`config.mk`:
```
export PLATFORM = sky130hd
export DESIGN_NAME = hsync_receiver
export DESIGN_NICKNAME = d
export VERILOG_FILES = /design/src/rtl/hsync_receiver.sv
export SDC_FILE = /design/constraint.sdc
export NUM_CORES = 1
export LEC_CHECK = 0
export CAP_MARGIN = 20
export CORE_UTILIZATION = 43
export CTS_CLUSTER_DIAMETER = 150
export CTS_CLUSTER_SIZE = 25
export DETAILED_ROUTE_END_ITERATION = 7
export PLACE_DENSITY = 0.76
export SYNTH_ARGS = -nofsm -noshare
export SYNTH_HDL_FRONTEND = slang
export SYNTH_SLANG_ARGS = --single-unit
```
`constraint.sdc`:
```
create_clock -name clock -period 12.93 [get_ports clock]
set_input_delay 1.9395 -clock clock [delete_from_list [all_inputs] [get_ports clock]]
set_output_delay 1.9395 -clock clock [all_outputs]
set_load 0.02 [all_outputs]
```
`src/rtl/hsync_receiver.sv`:
```
// hsync_receiver: receive-side line-timing monitor.
// Samples an hsync stream once per pixel tick, tracks the pixel position
// inside each line, checks sync width and line length against the
// programmed porch widths, and reports lock, errors and measured widths.
`timescale 1ns/1ps
module hsync_receiver #(
  parameter bit SYNC_ACTIVE_LOW = 1'b1,
  parameter int LOCK_LINES      = 2
) (
  input  logic       clock,
  input  logic       reset,
  input  logic       PixelClock,
  input  logic       hsync,
  input  logic [9:0] SynchPulse,
  input  logic [9:0] BackPorch,
  input  logic [9:0] ActiveVideo,
  input  logic [9:0] FrontPorch,
  output logic [9:0] xposition,
  output logic       ActiveRegion,
  output logic       LineStart,
  output logic       Locked,
  output logic       TimingError,
  output logic [9:0] MeasuredSync,
  output logic [9:0] MeasuredLine
);

  typedef enum logic {HUNT, TRACK} state_t;

  localparam logic [3:0] LOCK_TARGET = 4'(LOCK_LINES);
  localparam logic [9:0] PCOUNT_MAX  = 10'h3FF;

  state_t     state_q, state_d;
  logic       pc_q;
  logic       s_q, s_d;
  logic [9:0] pcount_q, pcount_d;
  logic [3:0] good_q, good_d;
  logic       errSeen_q, errSeen_d;
  logic [9:0] xpos_q, xpos_d;
  logic       active_q, active_d;
  logic       lineStart_q, lineStart_d;
  logic       locked_q, locked_d;
  logic       timingError_q, timingError_d;
  logic [9:0] measSync_q, measSync_d;
  logic [9:0] measLine_q, measLine_d;

  logic       tick;
  logic       sNow;
  logic       assertEdge;
  logic       deassertEdge;
  logic [9:0] pinc;
  logic [9:0] lineTotal;
  logic [9:0] winStart;
  logic [9:0] winEnd;
  logic       syncErr;
  logic       lineErr;
  logic       timeoutErr;

  assign tick         = PixelClock & ~pc_q;
  assign sNow         = hsync ^ SYNC_ACTIVE_LOW;
  assign assertEdge   = sNow & ~s_q;
  assign deassertEdge = ~sNow & s_q;
  assign pinc         = (pcount_q == PCOUNT_MAX) ? PCOUNT_MAX : pcount_q + 10'd1;
  assign lineTotal    = SynchPulse + BackPorch + ActiveVideo + FrontPorch;
  assign winStart     = SynchPulse + BackPorch;
  assign winEnd       = winStart + ActiveVideo;

  // Next-state logic: everything advances only on a pixel tick, pulses clear otherwise.
  always_comb begin
    state_d       = state_q;
    s_d           = s_q;
    pcount_d      = pcount_q;
    good_d        = good_q;
    errSeen_d     = errSeen_q;
    xpos_d        = xpos_q;
    active_d      = active_q;
    lineStart_d   = 1'b0;
    timingError_d = 1'b0;
    measSync_d    = measSync_q;
    measLine_d    = measLine_q;
    syncErr       = 1'b0;
    lineErr       = 1'b0;
    timeoutErr    = 1'b0;

    if (tick) begin
      s_d = sNow;
      case (state_q)
        HUNT: begin
          if (assertEdge) begin
            pcount_d  = 10'd0;
            errSeen_d = 1'b0;
            state_d   = TRACK;
          end
        end
        TRACK: begin
          pcount_d = pinc;
          if (deassertEdge) begin
            measSync_d = pinc;
            if (pinc != SynchPulse) begin
              syncErr   = 1'b1;
              errSeen_d = 1'b1;
              good_d    = 4'd0;
            end
          end
          if (assertEdge) begin
            measLine_d  = pinc;
            lineStart_d = 1'b1;
            pcount_d    = 10'd0;
            errSeen_d   = 1'b0;
            if (pinc == lineTotal && !errSeen_q) begin
              if (good_q != LOCK_TARGET) begin
                good_d = good_q + 4'd1;
              end
            end else begin
              lineErr = 1'b1;
              good_d  = 4'd0;
            end
          end else if (pinc == PCOUNT_MAX) begin
            timeoutErr = 1'b1;
            good_d     = 4'd0;
            pcount_d   = 10'd0;
            state_d    = HUNT;
          end
        end
        default: state_d = HUNT;
      endcase

      timingError_d = syncErr | lineErr | timeoutErr;

      if (state_d == TRACK && pcount_d >= winStart && pcount_d < winEnd) begin
        active_d = 1'b1;
        xpos_d   = pcount_d - winStart;
      end else begin
        active_d = 1'b0;
        xpos_d   = 10'd0;
      end
    end

    locked_d = (good_d == LOCK_TARGET);
  end

  // State and output registers with asynchronous reset back to HUNT.
  always_ff @(posedge clock or posedge reset) begin
    if (reset) begin
      state_q       <= HUNT;
      pc_q          <= 1'b0;
      s_q           <= 1'b1;
      pcount_q      <= 10'd0;
      good_q        <= 4'd0;
      errSeen_q     <= 1'b0;
      xpos_q        <= 10'd0;
      active_q      <= 1'b0;
      lineStart_q   <= 1'b0;
      locked_q      <= 1'b0;
      timingError_q <= 1'b0;
      measSync_q    <= 10'd0;
      measLine_q    <= 10'd0;
    end else begin
      state_q       <= state_d;
      pc_q          <= PixelClock;
      s_q           <= s_d;
      pcount_q      <= pcount_d;
      good_q        <= good_d;
      errSeen_q     <= errSeen_d;
      xpos_q        <= xpos_d;
      active_q      <= active_d;
      lineStart_q   <= lineStart_d;
      locked_q      <= locked_d;
      timingError_q <= timingError_d;
      measSync_q    <= measSync_d;
      measLine_q    <= measLine_d;
    end
  end

  assign xposition    = xpos_q;
  assign ActiveRegion = active_q;
  assign LineStart    = lineStart_q;
  assign Locked       = locked_q;
  assign TimingError  = timingError_q;
  assign MeasuredSync = measSync_q;
  assign MeasuredLine = measLine_q;

endmodule

```
==> impl_summary.log, run 1 <==
INFO  metric setup_viol_count_final = 0
INFO  metric synth_fp_nets = 649
INFO  metric vias_in_the_first_global_route = 4341
INFO  metric grt_max_degree = 53
INFO  metric cts_tree = done
INFO  metric netlist-cell-type-count = 73
INFO  metric finalHoldWorstSlack = 0.481 ns
INFO  metric post-synth-top-count-cell = sky130_fd_sc_hd__nand2_1
INFO  metric ios = 78
INFO  metric worst_r2r_endpoint = xposition[4]
INFO  metric worst_setup_path_end_kind = flop
INFO  metric r2r-start = pcount_q[0]
INFO  metric critical_path_peak_fanout = 7
INFO  metric ff2ff_path_depth = 19
INFO  metric post_synth_main_area_contributors = sky130_fd_sc_hd__dfrtp_1 (27%), sky130_fd_sc_hd__ha_1 (13%), sky130_fd_sc_hd__o21ai_0 (5.3%)
INFO  metric rsz0062_at_grt = no
INFO  metric synth_top_area_cell = sky130_fd_sc_hd__dfrtp_1
INFO  metric worst_hold_path_type = reg2reg
INFO  metric worst_tran_pin_value = 0.749 ns
INFO  metric fp.dieArea = 0.0115 mm²
INFO  metric gp_congestion = 0.921
INFO  metric maxSlewHeadroom = 48.7%
INFO  metric edff_count_synth = 0
INFO  metric cts_htree_levels = 2
INFO  metric place_inst = 751
INFO  metric post-dp-hpwl = 10.7 mm
INFO  metric dpl_worst_slack = 5.61 ns
INFO  metric max_stage_delay = 0.54 ns
INFO  metric final_core_util = 53.2%
INFO  metric clk_pin_slew_worst_paths = 0.09 ns
INFO  metric critical_path.startpoint_type = input port
INFO  metric clockBufferDepth = 2
INFO  metric yosys-top-cells-count = sky130_fd_sc_hd__nand2_1 (52), sky130_fd_sc_hd__dfrtp_1 (51), sky130_fd_sc_hd__ha_1 (51), sky130_fd_sc_hd__o21ai_0 (51), sky130_fd_sc_hd__inv_1 (36)
INFO  metric post-synth-top-area-fraction = 26.7%
INFO  metric mapped_cell_area = 0.00478 mm²
INFO  metric avgViaCountPerCell = 5.83
INFO  metric yosys_warnings = 0
INFO  metric postRouteWirelength = 13.1 mm
INFO  metric synth_area_per_cell = 8.69 µm²
INFO  metric detail_route.first_pass.iterations = 5
INFO  metric worst_hold_startpoint = MeasuredLine[9]
INFO  metric core-area = 0.0108 mm²
INFO  metric crit_start = SynchPulse[0]
INFO  metric cts-resized-gates = 0
INFO  metric cts_hold_repair.buffers = 0
INFO  metric finish.net_count = 718
INFO  metric count_of_buffers_inserted_at_the_top_level_ports = 77
INFO  metric synthesis.instances = 550
INFO  metric hold_depth = 2
INFO  metric synth.ff_latch_count = 52
INFO  metric die_width = 107 µm
INFO  metric ys_dominant_reg_cell = sky130_fd_sc_hd__dfrtp_1
INFO  metric hold_viol = 0
INFO  metric timing.setup.tns = 0 ns
INFO  metric hold-path-endpoint = MeasuredLine[9]
INFO  metric worst-path-buf-inv = 2
INFO  metric slowest_stage = sky130_fd_sc_hd__clkdlybuf4s50_1
INFO  metric period_minus_slack = 7.03 ns
INFO  metric wl_per_cell = 17.3 µm
INFO  metric postLayoutSetupSlackWorst = 5.90 ns
INFO  metric floorplan.initialDensity = 44.1%
INFO  metric cp_data_required_time = 13.15 ns
INFO  metric total_leakage_power = 2.65 nW
INFO  metric drt_drc_violations_left = 0
INFO  metric buffer_count_from_post_cts_setup_fixing = 0
INFO  metric worstSkewPairLatency = 0.30 ns
INFO  metric cts.root.buffer_cell = sky130_fd_sc_hd__clkbuf_8
INFO  metric critical_path.top_delay_family = compound AO/OA/AOI/OAI gates
INFO  metric clock_buffers_created_by_tritoncts = 5
INFO  metric number_of_max_cap_violations = 0
INFO  metric layout-area-overhead-vs-synth = 20.5%
INFO  metric grt_antenna_before_repair = 0
INFO  metric cp_data_arrival_time = 7.24 ns
INFO  metric final_cell_count_no_fill = 760
INFO  metric ys_async_sr_fraction = 100%
INFO  metric global_route.overflow_total = 0
INFO  metric clock-skew-final = 0.0115 ns
INFO  metric fp.dieH = 107 µm
INFO  metric powerDensity = 129 mW/mm²
INFO  metric diodes = 0
INFO  metric timing_max_transition_violations_final = 0
INFO  metric placement_rows = 38
INFO  metric groute.usage.overall = 23.6%
INFO  metric route.vias.total = 4428
INFO  metric synth_sequential_area_ratio = 27.3%
INFO  metric drtIter0Drc = 213
INFO  metric critical_path.cell_chain = clkdlybuf4s50_1 > ha_1 > inv_1 > fa_1 > xnor2_1 > ha_1 > nor2b_1 > o21ai_0 > nand2b_1 > a21o_1 > a21o_1 > a21o_1 > a21o_1 > xor2_1 > ha_1 > a21o_1 > a31oi_1 > xnor3_1 > nand4_1 > o31ai_1 > a21o_1 > nor4b_2
INFO  metric postRouteAntennaNets = 0
INFO  metric cpMostUsedCell = sky130_fd_sc_hd__a21o_1
INFO  metric outcome = completed
INFO  metric wire_length_of_the_first_global_routing_pass = 21.3 mm
INFO  metric layout-drive-gt1-share = 4.84%
INFO  metric cts.sinks = 52
INFO  metric critPathKind = in2reg
INFO  metric period_share = 54.3%
INFO  metric peakVddDrop = 0.0564 mV
INFO  metric achievable-frequency = 142 MHz
INFO  metric slack_of_the_worst_reg_to_reg_path = 7.22 ns
per-stage QoR:
stage	area (µm²)	power [mW]
5_1_grt	5760	0.796
3_5_place_dp	5650	0.640
2_1_floorplan	4780	0.518
3_3_place_gp	5650	0.627
6_report	5760	0.743
4_1_cts	5740	0.739
logic make-up (layout without fill, tap and decap cells):
logic type | count (synthesis) | count (layout) | share of synthesized area [%]
adders and majority gates | 55 | 55 | 15.0
buffers and inverters | 53 | 123 | 4.61
xor gates and xnor gates | 46 | 46 | 9.19
DFF | 52 | 52 | 27.3
and+or+nand+nor | 179 | 179 | 20.3
AOI/OAI and AO/OA | 159 | 159 | 22.2
muxes | 6 | 6 | 1.41
cells in the final DEF (no fill, tap or decap), drive strengths merged, types with 12 or more instances in the layout:
cell type / synthesis / layout
o21ai: 51 / 51
nand2b: 13 / 13
inv: 36 / 36
nor2: 30 / 30
a21oi: 26 / 26
nand3: 15 / 15
xor2: 22 / 22
nor2b: 12 / 12
nand2: 53 / 53
dfrtp: 51 / 51
xnor2: 22 / 22
ha: 51 / 51
a22o: 13 / 13
a21o: 26 / 26
clkdlybuf4s50: 0 / 77
power by group:
group / total (mW) / switching, mW / internal, mW
Sequential: 0.201 / 0.0224 / 0.179
Combinational: 0.446 / 0.246 / 0.200
Clock: 0.0954 / 0.0518 / 0.0436
worst reg2reg max path, stage by stage, from the launching register on:
cell                       delay (ns)
sky130_fd_sc_hd__dfrtp_1         0.75
sky130_fd_sc_hd__ha_1            0.56
sky130_fd_sc_hd__nand4_1         0.26
sky130_fd_sc_hd__nor2_1          0.29
sky130_fd_sc_hd__mux2i_1         0.28
sky130_fd_sc_hd__or4b_4          0.63
sky130_fd_sc_hd__nor2b_4         0.15
sky130_fd_sc_hd__nand2_1         0.26
sky130_fd_sc_hd__nor2_1          0.07
sky130_fd_sc_hd__o21ai_0         0.14
sky130_fd_sc_hd__o21ai_0         0.21
sky130_fd_sc_hd__ha_1            0.42
sky130_fd_sc_hd__nor2b_1         0.16
sky130_fd_sc_hd__o21ai_0         0.08
sky130_fd_sc_hd__nand2b_1        0.14
sky130_fd_sc_hd__a221oi_1        0.13
sky130_fd_sc_hd__o21ai_0         0.18
sky130_fd_sc_hd__a21oi_1         0.12
sky130_fd_sc_hd__nor4_4          0.59
sky130_fd_sc_hd__a22o_1          0.23
registers in the layout (all words and copies together), names as in the netlist:
| signal | count |
|---|---|
| ActiveRegion | 1 |
| LineStart | 1 |
| Locked | 1 |
| MeasuredLine | 10 |
| MeasuredSync | 10 |
| TimingError | 1 |
| errSeen_q | 1 |
| good_q | 4 |
| pc_q | 1 |
| pcount_q | 10 |
| s_q | 1 |
| state_q | 1 |
| xposition | 10 |
metal layers:
layer	GRT usage, %	part of all wire [%]	vias to the layer above	routed length, µm
li1	-	-	2121	-
met1	29.7	43	2123	5700
met2	41.9	49	162	6380
met3	3.21	5.7	22	743
met4	7.14	2.3	0	301
met5	0	0	-	0
how the worst max path moves through the flow:
stage,to,cells past startpoint
finish,Locked,22
global route,Locked,22
CTS,Locked,22
detailed placement,Locked,22
global placement,Locked,22
floorplan,Locked,21
final cells by class:
type / instances / area (µm²)
fill: 1029 / 5080
multi-input combinational: 445 / 3260
sequential: 52 / 1300
timing repair buffer: 79 / 798
tap: 140 / 175
inverter: 36 / 135
clock buffer: 7 / 86.3
clock inverter: 1 / 7.51
No activity file was read; power rests on OpenSTA's default activity.
==> run 2: changes to the inputs <==
- PLACE_DENSITY: 0.76 -> 0.78
- clock period: 12.93 -> 5.9 ns (I/O delays scaled with it)
==> run 2 against run 1 <==
Compared with the run above: cell area up 2.4%; worst hold slack better by 0.0015 ns; critical path depth up 1; total power up 120%; sequential share of layout area down 0.53 points.
==> impl_summary.log, run 2 (same netlist as run 1, synthesis figures left out) <==
INFO  metric total_leakage_power = 2.73 nW (+3.2%)
INFO  metric setup_viol_count_final = 0 (unchanged)
INFO  metric finish.net_count = 735 (+2.4%)
INFO  metric ios = 78 (unchanged)
INFO  metric critical_path.startpoint_type = input port
INFO  metric outcome = completed
INFO  metric peakVddDrop = 0.137 mV (+140%)
INFO  metric grt_max_degree = 53 (unchanged)
INFO  metric critPathKind = in2reg
INFO  metric core-area = 0.0108 mm² (unchanged)
INFO  metric cts.root.buffer_cell = sky130_fd_sc_hd__clkbuf_8
INFO  metric clock-skew-final = 0.0101 ns (-0.00138 ns)
INFO  metric dpl_worst_slack = -0.163 ns (-5.77 ns)
INFO  metric post-dp-hpwl = 10.7 mm (about the same)
INFO  metric placement_rows = 38 (unchanged)
INFO  metric global_route.overflow_total = 0 (unchanged)
INFO  metric cts.sinks = 52 (unchanged)
INFO  metric die_width = 107 µm (unchanged)
INFO  metric worstSkewPairLatency = 0.31 ns (about the same)
INFO  metric fp.dieH = 107 µm (unchanged)
INFO  metric worst_setup_path_end_kind = flop
INFO  metric clock_buffers_created_by_tritoncts = 5 (unchanged)
INFO  metric max_stage_delay = 0.50 ns (-0.04 ns)
INFO  metric postLayoutSetupSlackWorst = 0.154 ns (-5.75 ns)
INFO  metric achievable-frequency = 174 MHz
INFO  metric period_share = 97.4%
INFO  metric cp_data_arrival_time = 5.93 ns (-1.31 ns)
INFO  metric critical_path.cell_chain = clkdlybuf4s50_1 > ha_1 > inv_1 > fa_1 > nor2b_1 > o21ai_0 > nand2b_1 > xor2_2 > ha_1 > and3_1 > a221oi_1 > xnor2_1 > ha_1 > a21o_1 > a31o_2 > xor3_1 > nand4_1 > a2111oi_1 > nand4_1 > buf_4 > nor4b_1 > a21o_1 > nor4b_2
INFO  metric cpMostUsedCell = sky130_fd_sc_hd__ha_1
INFO  metric cts_tree = done
INFO  metric drtIter0Drc = 365 (+71%)
INFO  metric route.vias.total = 4498 (+1.6%)
INFO  metric postRouteWirelength = 13.4 mm (+2.2%)
INFO  metric gp_congestion = 0.905 (-1.7%)
INFO  metric detail_route.first_pass.iterations = 5 (unchanged)
INFO  metric postRouteAntennaNets = 0 (unchanged)
INFO  metric commonest_non_fill_non_tap_cell_in_the_layout = sky130_fd_sc_hd__clkdlybuf4s50_1
INFO  metric groute.usage.overall = 23.6% (about the same)
INFO  metric count_of_buffers_inserted_at_the_top_level_ports = 77 (unchanged)
INFO  metric powerDensity = 281 mW/mm² (+120%)
INFO  metric critical_path_peak_fanout = 7 (unchanged)
INFO  metric period_minus_slack = 5.75 ns
INFO  metric fp.dieArea = 0.0115 mm² (unchanged)
INFO  metric wl_per_cell = 17.3 µm (about the same)
INFO  metric cts_hold_repair.buffers = 0 (unchanged)
INFO  metric floorplan.initialDensity = 44.1% (unchanged)
INFO  metric timing_max_transition_violations_final = 0 (unchanged)
INFO  metric slowest_stage = sky130_fd_sc_hd__clkdlybuf4s50_1
INFO  metric worst_hold_path_type = reg2reg
INFO  metric clk_pin_slew_worst_paths = 0.09 ns (about the same)
INFO  metric layout-area-overhead-vs-synth = 23.4%
INFO  metric diodes = 0 (unchanged)
INFO  metric wire_length_of_the_first_global_routing_pass = 21.3 mm (about the same)
INFO  metric vias_in_the_first_global_route = 4471 (+3.0%)
INFO  metric number_of_max_cap_violations = 0 (unchanged)
INFO  metric layout-drive-gt1-share = 7.69% (+2.9 points)
INFO  metric cp_data_required_time = 6.09 ns (-7.06 ns)
INFO  metric clockBufferDepth = 2 (unchanged)
INFO  metric maxSlewHeadroom = 51.4% (+2.8 points)
INFO  metric avgViaCountPerCell = 5.79 (-0.64%)
INFO  metric final_cell_mix = sky130_fd_sc_hd__clkdlybuf4s50_1 (77), sky130_fd_sc_hd__nand2_1 (52), sky130_fd_sc_hd__dfrtp_1 (51), sky130_fd_sc_hd__o21ai_0 (51), sky130_fd_sc_hd__ha_1 (51)
INFO  metric drt_drc_violations_left = 0 (unchanged)
INFO  metric worst_tran_pin_value = 0.726 ns (-0.0229 ns)
INFO  metric cts_htree_levels = 2 (unchanged)
INFO  metric nFillCells = 981 (-4.7%)
INFO  metric final_core_util = 54.4% (+1.3 points)
INFO  metric hold_viol = 0 (unchanged)
INFO  metric grt_antenna_before_repair = 0 (unchanged)
## run 2: worst paths after layout
path | from | end | slack (ns) | cells after the start
max | BackPorch[0] | Locked | 0.15 | 23
min | MeasuredSync[5] | MeasuredSync[5] | 0.48 | 2
max reg2reg | pcount_q[1] | xposition[1] | 0.86 | 20
min reg2reg | MeasuredSync[5] | MeasuredSync[5] | 0.48 | 2
max in group asynchronous | reset | s_q | 4.38 | 3
min in group asynchronous | reset | LineStart | 0.93 | 2
## run 2: what timing repair did
| action | CTS | global route |
|---|---|---|
| resized for setup | 0 | 2 |
| buffers inserted | 0 | 2 |
| setup endpoints to repair | 0 | 2 |
| hold endpoints to repair | 0 | 0 |
## run 2: layout make-up
class | instances | area [µm²] | share of cell area (%)
repair buffers | 96 | 926 | 15.7
clock inverters | 2 | 16.3 | 0.276
inverters | 36 | 135 | 2.29
well taps | 140 | 175 | 2.97
multi-input cells | 445 | 3270 | 55.5
clock buffers | 6 | 72.6 | 1.23
flip-flops and latches | 52 | 1300 | 22.1
## run 2: critical path: cells and delay by family
kind / cells / cell delay [ns]
buffers and inverters: 3 / 0.74
AOI/OAI and AO/OA: 6 / 1.31
and+or+nand+nor: 7 / 1.07
adders and majority gates: 4 / 1.23
xor gates and xnor gates: 3 / 0.67
## run 2: per-layer routing
metal	wire (µm)	GRT usage, %	vias up
met5	0	0	-
met4	419	9.20	0
met3	749	2.72	37
met2	6450	41.9	172
met1	5800	29.2	2142
li1	-	-	2147
## run 2: power by group
part	leakage (nW)	internal, mW	switching [mW]
sequential	0.700	0.392	0.0388
clock	0.0414	0.0847	0.121
combinational	1.99	0.463	0.556
total	2.73	0.940	0.716
## run 2: through the flow
step | hold slack (ns) | power, mW | cell area, µm² | instances | setup TNS [ns]
finish | 0.482 | 1.66 | 5900 | 777 | 0
detailed placement | 0.469 | 1.42 | 5760 | 766 | -0.217
global placement | 0.461 | 1.39 | 5760 | 766 | -0.0115
CTS | 0.492 | 1.63 | 5850 | 774 | 0
floorplan | 0.492 | 1.14 | 4780 | 550 | 0
global route | 0.520 | 1.78 | 5900 | 777 | -0.0344
==> run 3: changes to the inputs <==
- CTS_BUF_LIST: unset -> sky130_fd_sc_hd__clkbuf_16
==> run 3 against run 2 <==
Compared with the run above: via count increased by 1.1%; critical endpoint unchanged; routed wire length rose by 0.41%; sequential power barely moved; combinational power barely moved; clock skew down 0.0046 ns; first-iteration DRC count is 1.1% higher; sequential share of layout area shrank 0.24 points; die area stayed put; worst setup slack about the same; register-to-register slack about the same; flip-flop and latch count unchanged; maximum frequency hardly changed.
==> impl_summary.log, run 3 (same netlist as run 1, synthesis figures left out) <==
INFO  metric slowest_stage = sky130_fd_sc_hd__clkdlybuf4s50_1
INFO  metric worstSkewPairLatency = 0.29 ns (-0.02 ns)
INFO  metric vias_in_the_first_global_route = 4454 (-0.38%)
INFO  metric cp_data_arrival_time = 5.91 ns (-0.02 ns)
INFO  metric outcome = completed
INFO  metric groute.usage.overall = 23.9% (+0.24 points)
INFO  metric grt_max_degree = 53 (unchanged)
INFO  metric fp.dieH = 107 µm (unchanged)
INFO  metric slack_of_the_worst_reg_to_reg_path = 0.85 ns (about the same)
INFO  metric cts.sinks = 52 (unchanged)
INFO  metric critPathKind = in2reg
INFO  metric postRouteWirelength = 13.5 mm (+0.41%)
INFO  metric hold_depth = 2 (unchanged)
INFO  metric avgViaCountPerCell = 5.85 (+1.1%)
INFO  metric timing_max_transition_violations_final = 0 (unchanged)
INFO  metric final_cell_count_no_fill = 777 (unchanged)
INFO  metric setup_viol_count_final = 0 (unchanged)
INFO  metric drt_drc_violations_left = 0 (unchanged)
INFO  metric global_route.overflow_total = 0 (unchanged)
INFO  metric powerDensity = 291 mW/mm² (+3.9%)
INFO  metric placement_rows = 38 (unchanged)
INFO  metric cts_htree_levels = 2 (unchanged)
INFO  metric ios = 78 (unchanged)
INFO  metric place_inst = 766 (unchanged)
INFO  metric total_leakage_power = 2.76 nW (+1.1%)
INFO  metric nFillCells = 974 (-0.71%)
INFO  metric finalHoldWorstSlack = 0.478 ns (-0.00472 ns)
INFO  metric fp.dieArea = 0.0115 mm² (unchanged)
INFO  metric cts_hold_repair.buffers = 0 (unchanged)
INFO  metric critical_path_peak_fanout = 7 (unchanged)
INFO  metric grt_antenna_before_repair = 0 (unchanged)
INFO  metric period_minus_slack = 5.75 ns (+0.000397 ns)
INFO  metric detail_route.first_pass.iterations = 5 (unchanged)
INFO  metric timing.critical_path.depth = 23 (unchanged)
INFO  metric wl_per_cell = 17.3 µm (+0.41%)
INFO  metric clockBufferDepth = 2 (unchanged)
INFO  metric clock-skew-final = 0.00556 ns (-0.00457 ns)
INFO  metric route.vias.total = 4546 (+1.1%)
INFO  metric commonest_non_fill_non_tap_cell_in_the_layout = sky130_fd_sc_hd__clkdlybuf4s50_1
INFO  metric clk_pin_slew_worst_paths = 0.06 ns (-0.03 ns)
INFO  metric layout-area-overhead-vs-synth = 24.8%
INFO  metric critical_path.startpoint_type = input port
INFO  metric drtIter0Drc = 369 (+1.1%)
INFO  metric postRouteAntennaNets = 0 (unchanged)
INFO  metric achievable-frequency = 174 MHz (about the same)
INFO  metric core-area = 0.0108 mm² (unchanged)
INFO  metric cp_data_required_time = 6.07 ns (-0.02 ns)
INFO  metric floorplan.initialDensity = 44.1% (unchanged)
INFO  metric finish.net_count = 735 (unchanged)
INFO  metric final_cell_mix = sky130_fd_sc_hd__clkdlybuf4s50_1 (77), sky130_fd_sc_hd__nand2_1 (52), sky130_fd_sc_hd__dfrtp_1 (51), sky130_fd_sc_hd__o21ai_0 (51), sky130_fd_sc_hd__ha_1 (51)
INFO  metric clock_buffers_created_by_tritoncts = 5 (unchanged)
INFO  metric post-dp-hpwl = 10.7 mm (unchanged)
INFO  metric diodes = 0 (unchanged)
INFO  metric worst_setup_path_end_kind = flop
INFO  metric critical_path.cell_chain = clkdlybuf4s50_1 > ha_1 > inv_1 > fa_1 > nor2b_1 > o21ai_0 > nand2b_1 > xor2_2 > ha_1 > and3_1 > a221oi_1 > xnor2_1 > ha_1 > a21o_1 > a31o_2 > xor3_1 > nand4_1 > a2111oi_1 > nand4_1 > buf_4 > nor4b_1 > a21o_1 > nor4b_2
INFO  metric multiInputGateArea = 0.00328 mm² (+0.23%)
INFO  metric layout-drive-gt1-share = 7.85% (+0.16 points)
INFO  metric worst_hold_path_type = reg2reg
INFO  metric peakVddDrop = 0.127 mV (-7.3%)
INFO  metric hold_viol = 0 (unchanged)
INFO  metric maxSlewHeadroom = 51.6% (+0.20 points)
INFO  metric number_of_max_cap_violations = 0 (unchanged)
INFO  metric die_width = 107 µm (unchanged)
INFO  metric worst_tran_pin_value = 0.723 ns (-0.00295 ns)
INFO  metric cpMostUsedCell = sky130_fd_sc_hd__ha_1
INFO  metric count_of_buffers_inserted_at_the_top_level_ports = 77 (unchanged)
INFO  metric period_share = 97.4% (about the same)
INFO  metric regArea = 0.00130 mm² (unchanged)
INFO  metric wire_length_of_the_first_global_routing_pass = 21.5 mm (+0.91%)
INFO  metric gp_congestion = 0.905 (unchanged)
INFO  metric ff2ff_path_depth = 20 (unchanged)
INFO  metric cts_tree = done
INFO  metric cts.root.buffer_cell = sky130_fd_sc_hd__clkbuf_16
INFO  metric worst-path-buf-inv = 3 (unchanged)
INFO  metric max_stage_delay = 0.49 ns (about the same)
INFO  metric critical_path.top_delay_family = compound AO/OA/AOI/OAI gates
## run 3: cell types whose count changed in the layout (fill, tap and decap cells not counted), sizes merged
cell / delta
clkbuf: -1
inv: +1
## run 3: power by group
group          leakage (nW)  internal [mW]  switching, mW
Clock                0.0712          0.157          0.131
Sequential            0.700          0.392         0.0386
Combinational          1.99          0.463          0.556
Total                  2.76           1.01          0.726
## run 3: final timing paths
check	startpoint	endpoint
setup / recovery	BackPorch[0]	Locked
hold / removal	MeasuredSync[5]	MeasuredSync[5]
setup reg to reg	pcount_q[1]	xposition[1]
hold reg to reg	MeasuredSync[5]	MeasuredSync[5]
max in group asynchronous	reset	s_q
min in group asynchronous	reset	LineStart
## run 3: area by class of cell
| cell class | instances | share of cell area [%] |
|---|---|---|
| Multi-Input combinational cell | 445 | 55.0 |
| Sequential cell | 52 | 21.8 |
| Timing Repair Buffer | 96 | 15.5 |
| Inverter | 36 | 2.27 |
| Clock inverter | 3 | 0.336 |
| Tap cell | 140 | 2.94 |
| Clock buffer | 5 | 2.10 |
## run 3: metal layers
metal / routed length, µm / GRT usage [%] / vias up
li1: - / - / 2146
met1: 5770 / 29.9 / 2178
met2: 6500 / 42.5 / 188
met3: 800 / 2.66 / 34
met4: 406 / 8.02 / 0
met5: 0 / 0 / -
## run 3: through the flow
step | cell area [µm²] | setup TNS (ns) | utilization (%) | power, mW | worst slack, ns
after global placement | 5760 | -0.0115 | 53.1 | 1.39 | -0.0115
final | 5960 | 0 | 55.0 | 1.74 | 0.153
after detailed placement | 5760 | -0.217 | 53.1 | 1.42 | -0.163
after floorplan | 4780 | 0 | - | 1.14 | 0.970
after global routing | 5960 | -0.0591 | 55.0 | 1.86 | -0.0589
after CTS | 5910 | 0 | 54.5 | 1.72 | 0.119
## run 3: worst min-delay path: cells and delay by family, from the launching register on
kind | cells | cell delay (ns)
flip-flops | 1 | 0.34
AND/OR/NAND/NOR | 2 | 0.10
## run 3: timing repair
action                                 in CTS  in global routing
endpoints found under the hold margin       0                  0
gates resized for setup                     0                  3
setup endpoints to repair                   0                  2
buffers inserted                            0                  2
